[src/rtl/dram_arbiter_if.sv]
// One master's request/response bundle toward the data-RAM arbiter.
// The master holds req (with we/lock/addr/wdata) until gnt; read data returns on rvalid/rdata.
interface dram_arbiter_if #(
    parameter int DATA_W = 32,
    parameter int ADDR_W = 10
) ();
    logic              req;
    logic              we;
    logic              lock;
    logic [ADDR_W-1:0] addr;
    logic [DATA_W-1:0] wdata;
    logic              gnt;
    logic              rvalid;
    logic [DATA_W-1:0] rdata;

    modport master (
        output req, we, lock, addr, wdata,
        input  gnt, rvalid, rdata
    );

    modport slave (
        input  req, we, lock, addr, wdata,
        output gnt, rvalid, rdata
    );
endinterface

[src/rtl/dram_arbiter.sv]
// Round-robin arbiter of two masters onto the single-port data RAM, with a bounded lock for RMW.
// Grant is combinational in the request cycle, read data one cycle later; losers hold req until gnt.
module dram_arbiter #(
    parameter int DATA_W   = 32,
    parameter int ADDR_W   = 10,
    parameter int LOCK_MAX = 4
) (
    input  logic              clk,
    input  logic              rst,
    dram_arbiter_if.slave     m0,
    dram_arbiter_if.slave     m1,
    output logic              ram_we,
    output logic [ADDR_W-1:0] ram_addr,
    output logic [DATA_W-1:0] ram_din,
    input  logic [DATA_W-1:0] ram_dout
);
    localparam int CNT_W = $clog2(LOCK_MAX + 1);

    typedef enum logic [1:0] {IDLE, LOCK0, LOCK1} state_t;

    state_t           state;
    logic [CNT_W-1:0] cnt;
    logic             last;
    logic             rvalid0Q;
    logic             rvalid1Q;
    logic             gnt0;
    logic             gnt1;
    logic             atMax;

    assign atMax = (cnt == CNT_W'(LOCK_MAX));

    // last holds the previous winner's index, so a tie goes to the other master.
    always_comb begin
        gnt0 = 1'b0;
        gnt1 = 1'b0;
        if (!rst) begin
            case (state)
                IDLE: begin
                    if (m0.req && m1.req) begin
                        gnt0 = last;
                        gnt1 = !last;
                    end else begin
                        gnt0 = m0.req;
                        gnt1 = m1.req;
                    end
                end
                LOCK0: begin
                    if (atMax && m1.req) gnt1 = 1'b1;
                    else                 gnt0 = m0.req;
                end
                LOCK1: begin
                    if (atMax && m0.req) gnt0 = 1'b1;
                    else                 gnt1 = m1.req;
                end
                default: ;
            endcase
        end
    end

    always_ff @(posedge clk) begin
        if (rst) begin
            state    <= IDLE;
            cnt      <= '0;
            last     <= 1'b1;
            rvalid0Q <= 1'b0;
            rvalid1Q <= 1'b0;
        end else begin
            rvalid0Q <= gnt0 && !m0.we;
            rvalid1Q <= gnt1 && !m1.we;
            if (gnt0) last <= 1'b0;
            if (gnt1) last <= 1'b1;
            case (state)
                IDLE: begin
                    if (gnt0 && m0.lock) begin
                        state <= LOCK0;
                        cnt   <= CNT_W'(1);
                    end else if (gnt1 && m1.lock) begin
                        state <= LOCK1;
                        cnt   <= CNT_W'(1);
                    end else begin
                        cnt <= '0;
                    end
                end
                LOCK0: begin
                    // Tenure ends on lock drop, or when the bound is hit and the other master waits.
                    if ((atMax && m1.req) || !m0.lock) begin
                        state <= IDLE;
                        cnt   <= '0;
                    end else if (gnt0 && !atMax) begin
                        cnt <= cnt + CNT_W'(1);
                    end
                end
                LOCK1: begin
                    if ((atMax && m0.req) || !m1.lock) begin
                        state <= IDLE;
                        cnt   <= '0;
                    end else if (gnt1 && !atMax) begin
                        cnt <= cnt + CNT_W'(1);
                    end
                end
                default: begin
                    state <= IDLE;
                    cnt   <= '0;
                end
            endcase
        end
    end

    always_comb begin
        ram_we   = 1'b0;
        ram_addr = '0;
        ram_din  = '0;
        if (gnt0) begin
            ram_we   = m0.we;
            ram_addr = m0.addr;
            ram_din  = m0.wdata;
        end else if (gnt1) begin
            ram_we   = m1.we;
            ram_addr = m1.addr;
            ram_din  = m1.wdata;
        end
    end

    // Gating with rst squashes a read still in flight when reset arrives.
    assign m0.gnt    = gnt0;
    assign m1.gnt    = gnt1;
    assign m0.rvalid = rvalid0Q && !rst;
    assign m1.rvalid = rvalid1Q && !rst;
    assign m0.rdata  = ram_dout;
    assign m1.rdata  = ram_dout;
endmodule
[src/flat_wrapper.sv]
// flat-port wrapper written by rule: the top's interface ports become plain ports
module dram_arbiter_flat 
#(
    parameter int DATA_W   = 32,
    parameter int ADDR_W   = 10,
    parameter int LOCK_MAX = 4
)
  (clk, rst, ram_we, ram_addr, ram_din, ram_dout, m0_req, m0_we, m0_lock, m0_addr, m0_wdata, m0_gnt, m0_rvalid, m0_rdata, m1_req, m1_we, m1_lock, m1_addr, m1_wdata, m1_gnt, m1_rvalid, m1_rdata);
  dram_arbiter_if #(.DATA_W(DATA_W), .ADDR_W(ADDR_W)) m0_i ();
  dram_arbiter_if #(.DATA_W(DATA_W), .ADDR_W(ADDR_W)) m1_i ();
  input  logic clk;
  input  logic rst;
  output logic ram_we;
  output logic [ADDR_W-1:0] ram_addr;
  output logic [DATA_W-1:0] ram_din;
  input  logic [DATA_W-1:0] ram_dout;
  input wire logic [$bits(m0_i.req)-1:0] m0_req;
  input wire logic [$bits(m0_i.we)-1:0] m0_we;
  input wire logic [$bits(m0_i.lock)-1:0] m0_lock;
  input wire logic [$bits(m0_i.addr)-1:0] m0_addr;
  input wire logic [$bits(m0_i.wdata)-1:0] m0_wdata;
  output wire logic [$bits(m0_i.gnt)-1:0] m0_gnt;
  output wire logic [$bits(m0_i.rvalid)-1:0] m0_rvalid;
  output wire logic [$bits(m0_i.rdata)-1:0] m0_rdata;
  input wire logic [$bits(m1_i.req)-1:0] m1_req;
  input wire logic [$bits(m1_i.we)-1:0] m1_we;
  input wire logic [$bits(m1_i.lock)-1:0] m1_lock;
  input wire logic [$bits(m1_i.addr)-1:0] m1_addr;
  input wire logic [$bits(m1_i.wdata)-1:0] m1_wdata;
  output wire logic [$bits(m1_i.gnt)-1:0] m1_gnt;
  output wire logic [$bits(m1_i.rvalid)-1:0] m1_rvalid;
  output wire logic [$bits(m1_i.rdata)-1:0] m1_rdata;
  assign m0_i.req = m0_req;
  assign m0_i.we = m0_we;
  assign m0_i.lock = m0_lock;
  assign m0_i.addr = m0_addr;
  assign m0_i.wdata = m0_wdata;
  assign m0_gnt = m0_i.gnt;
  assign m0_rvalid = m0_i.rvalid;
  assign m0_rdata = m0_i.rdata;
  assign m1_i.req = m1_req;
  assign m1_i.we = m1_we;
  assign m1_i.lock = m1_lock;
  assign m1_i.addr = m1_addr;
  assign m1_i.wdata = m1_wdata;
  assign m1_gnt = m1_i.gnt;
  assign m1_rvalid = m1_i.rvalid;
  assign m1_rdata = m1_i.rdata;
  dram_arbiter #(.DATA_W(DATA_W), .ADDR_W(ADDR_W), .LOCK_MAX(LOCK_MAX)) u_core (.clk(clk), .rst(rst), .m0(m0_i), .m1(m1_i), .ram_we(ram_we), .ram_addr(ram_addr), .ram_din(ram_din), .ram_dout(ram_dout));
endmodule
[config.mk]
export PLATFORM = sky130hd
export DESIGN_NAME = dram_arbiter_flat
export DESIGN_NICKNAME = d
export VERILOG_FILES = /design/src/rtl/dram_arbiter_if.sv /design/src/rtl/dram_arbiter.sv /design/src/flat_wrapper.sv
export SDC_FILE = /design/constraint.sdc
export NUM_CORES = 1
export LEC_CHECK = 0
export CAP_MARGIN = 10
export CORE_AREA = 2 2 91 93
export CTS_CLUSTER_DIAMETER = 100
export DETAILED_ROUTE_END_ITERATION = 10
export DIE_AREA = 0 0 93 95
export PLACE_DENSITY_LB_ADDON = 0.25
export SLEW_MARGIN = 0
export SYNTH_ARGS = -nofsm -noshare
export SYNTH_HDL_FRONTEND = slang
export SYNTH_SLANG_ARGS = --single-unit
[constraint.sdc]
create_clock -name clk -period 2.6 [get_ports clk]
set_clock_uncertainty 0.15 [all_clocks]
set_input_delay 0.26 -clock clk [delete_from_list [all_inputs] [get_ports clk]]
set_output_delay 0.26 -clock clk [all_outputs]
set_load 0.005 [all_outputs]
==> results by group <==
Timing
  • Fin Setup TNS: 0 ns
  • Unrepaired setup endpoints after global routing: yes
  • Final setup violation count: 0
  • Highest clock rate: 394 MHz
  • Slew Viols, Final: 0
  • Slew HR: 0.752
  • Final setup margin: 0.0639 ns
  • Min Tclk post-route: 2.54 ns
  • Hold Fails Final Rpt: 0
  • Worst-Margin Slew: 0.372 ns
  • Part of the cycle the worst path needs: 0.975

Logic synthesis
  • Xor/xnor cell area share of the yosys netlist: 0
  • Synth warn: 0
  • Top_reg_cell synth: dfxtp_1
  • Largest family of logic cells by synthesized area: buffers and inverters
  • Synthesized Nets: 307
  • Unique masters post-synth: 35
  • Mux cell area share after synthesis: 0.0136
  • Adder-Cell Fraction of Synth Area: 0.0170
  • Cell Area, Synth: 1470 sq um
  • Sequential element share of the synthesized area: 0.109
  • Post-synthesis cell count: 181
  • Simple-Gate Fraction of Synth Area: 0.118
  • FFs w/ async S/R, synth: 0
  • #FFs+latches synth: 8
  • Avg Cell Area, Syn: 8.13 sq um
  • Compound-gate portion of the synthesized area: 0.343
  • EDFF count, synth: 0

Clock network
  • H-Tree Depth: 1
  • Clk sinks: 8
  • Reg clk slew, reported paths: 0.04 ns
  • Clock Latency Late Sink: 0.23 ns
  • Root Buffer: clkbuf_8
  • Hold_buf cts: 0
  • Total CTS buffers: 3
  • TritonCTS clock tree: built
  • Clk buf depth: 2

Power
  • Comb pwr share: 0.576
  • Reg power frac: 0.200
  • Clock share of power: 0.224
  • Max VDD drop: 0.000125 V
  • Internal power: 0.493 mW
  • P_sw: 0.180 mW
  • Static Leak: 1.20 nW
  • PwrDens: 252 nW/um^2
  • Sw Share: 0.267
  • Total chip power: 0.673 mW

Routing
  • Post-route ant nets: 0
  • DR vias: 1568
  • Drt initial violations: 15
  • First-pass iteration count of the detailed router: 4
  • Residual DRC count: 0
  • Routed len/inst: 16.8 um
  • Vias/cell: 4.28
  • Detailed Route WL: 6160 um

Placement
  • Pre-CTS WS: -0.127 ns
  • Placed Area: 2520 sq um
  • Placed Instances: 357
  • IO buf count: 138
  • Detailed placement HPWL: 4500 um
  • RD Place Congestion: 0.669

Cells and area
  • P&R area growth vs syn: 81.6%
  • Layout cells sized above 1: 0.126
  • Diode count: 0
  • Cell area after layout: 2670 sq um
  • Layout Cells excl Fill: 366
  • Nets: 389

Setup path
  • Worst Path Max Fanout: 9
  • Most used cell, CP: buf_12
  • Crit path cell chain: clkdlybuf4s50_1 > and4_1 > a21oi_2 > and4_4 > buf_4 > buf_12 > buf_12 > a22o_1 > dlygate4sd2_1
  • R2R setup slack: 0.29 ns
  • Crit start category: primary input
  • Crit-path max cell delay: 0.55 ns
  • R2r endpoint: u_core.cnt[2]
  • Worst path arrival time: 2.13 ns
  • Type of destination of the critical path: primary output
  • CP top delay family: buffers and inverters
  • Kind of critical path: primary input to primary output
  • Buf+Inv Stages, Crit Path: 5
  • Reg2reg path depth: 9
  • Slowest-stage cell, CP: clkdlybuf4s50_1
  • Reg2reg start: u_core.state[0]
  • Worst EP required: 2.19 ns

Floorplan
  • Die H: 95 um
  • Core box area: 7930 sq um
  • FP Rows: 33
  • Die Width: 93 um
  • Die area: 8840 sq um
  • Initial Util: 0.186
  • IO Count: 235

Global route
  • Vias in the first global route: 1486
  • Antenna violations before repair: 0
  • Largest net degree at the start of global routing: 48
  • First-pass GRT wire length: 8070 um
  • Gr ovfl total: 0
  • Gr usage total: 0.115

Hold path
  • Worst Hold Class: register to register
  • WHS Endpoint: u_core.last
  • Hold depth: 2
  • Worst hold path startpoint: u_core.last

Outcome
  • Status: finished clean

Run
  • Max-capacitance violation count: 0
[Yosys cell counts (3+ instances only)]
cell type / n / area share
a21oi_1: 4 / 0.014
a22o_1: 43 / 0.26
buf_2: 8 / 0.027
buf_4: 66 / 0.34
buf_6: 3 / 0.023
dfxtp_1: 8 / 0.11
inv_1: 4 / 0.010
nand2_1: 4 / 0.010
nand2b_1: 3 / 0.013
nor2b_1: 6 / 0.026
[power by group through the flow]
stage | Combinational [mW] | Sequential (mW) | Clock (mW)
6_report | 0.388 | 0.135 | 0.151
5_1_grt | 0.417 | 0.135 | 0.158
4_1_cts | 0.383 | 0.135 | 0.155
3_5_place_dp | 0.388 | 0.136 | 0
3_3_place_gp | 0.389 | 0.136 | 0
2_1_floorplan | 0.201 | 0.133 | 0
[layout by cell type (no fill, tap or decap), types with 2 or more instances in the layout]
cell	netlist	final
nand2b_1	3	3
inv_1	4	2
dlymetal6s2s_1	0	3
dlygate4sd2_1	0	38
nor2_1	2	2
nand3_1	2	2
dfxtp_2	0	2
a31oi_1	2	2
inv_2	0	2
nor3_1	2	2
a22o_1	43	43
buf_4	66	9
clkdlybuf4s15_1	0	3
dfxtp_1	8	6
buf_12	0	3
buf_6	3	2
a21oi_1	4	3
nand2_1	4	3
clkbuf_8	0	3
mux2i_1	2	2
clkdlybuf4s50_1	0	94
nor2b_1	6	6
[worst reg2reg max path, delay by kind of cell (launching register included)]
kind	cells	cell delay (ns)
AOI/OAI and AO/OA	3	0.67
buffers and inverters	4	0.49
DFF	1	0.54
and+or+nand+nor	2	0.35
[area by class of cell]
type | instances | area (sq um)
fill | 843 | 5260
timing repair buffer | 155 | 1580
multi-input combinational | 91 | 746
sequential | 8 | 163
tap | 105 | 131
clock buffer | 3 | 41.3
inverter | 4 | 15.0
[routing by layer]
layer,wire (um),track usage,vias up
met4,131,0.0429,0
met5,0,0,-
li1,-,-,762
met3,479,0.0239,19
met1,2440,0.146,716
met2,3100,0.193,71
[flip-flops by register name (all words and copies together), names as in the netlist]
register         cells
u_core.state         2
u_core.rvalid0Q      1
u_core.last          1
u_core.rvalid1Q      1
u_core.cnt           3
[how the worst max path moves through the flow]
stage                              from  cells after the start          end
final                            m0_req                      9  ram_din[30]
after CTS                 u_core.cnt[1]                      8  ram_din[31]
after floorplan           u_core.cnt[0]                      8  ram_din[24]
after global placement           m0_req                      7  ram_din[30]
after global routing      u_core.cnt[1]                     10  ram_din[30]
after detailed placement         m0_req                      7  ram_din[30]
[through the flow]
stage,util,hold slack (ns)
6_report,0.337,0.329
5_1_grt,0.337,0.359
4_1_cts,0.332,0.339
3_5_place_dp,0.318,0.329
3_3_place_gp,0.318,0.334
2_1_floorplan,-,0.182
[cells by family after synthesis]
kind of cell    Yosys count
buf+inv                  82
compound gates           59
simple gates             28
flops                     8
mux                       2
fa+ha+maj                 2
[repair_timing]
item                       4_1_cts  5_1_grt
setup buffers                    2        1
setup endpoints to repair       45        4
cloned                           2        1
pin swaps                        4        0
resized for setup               53        6
Note: power is estimated with default switching activity, not from simulation.
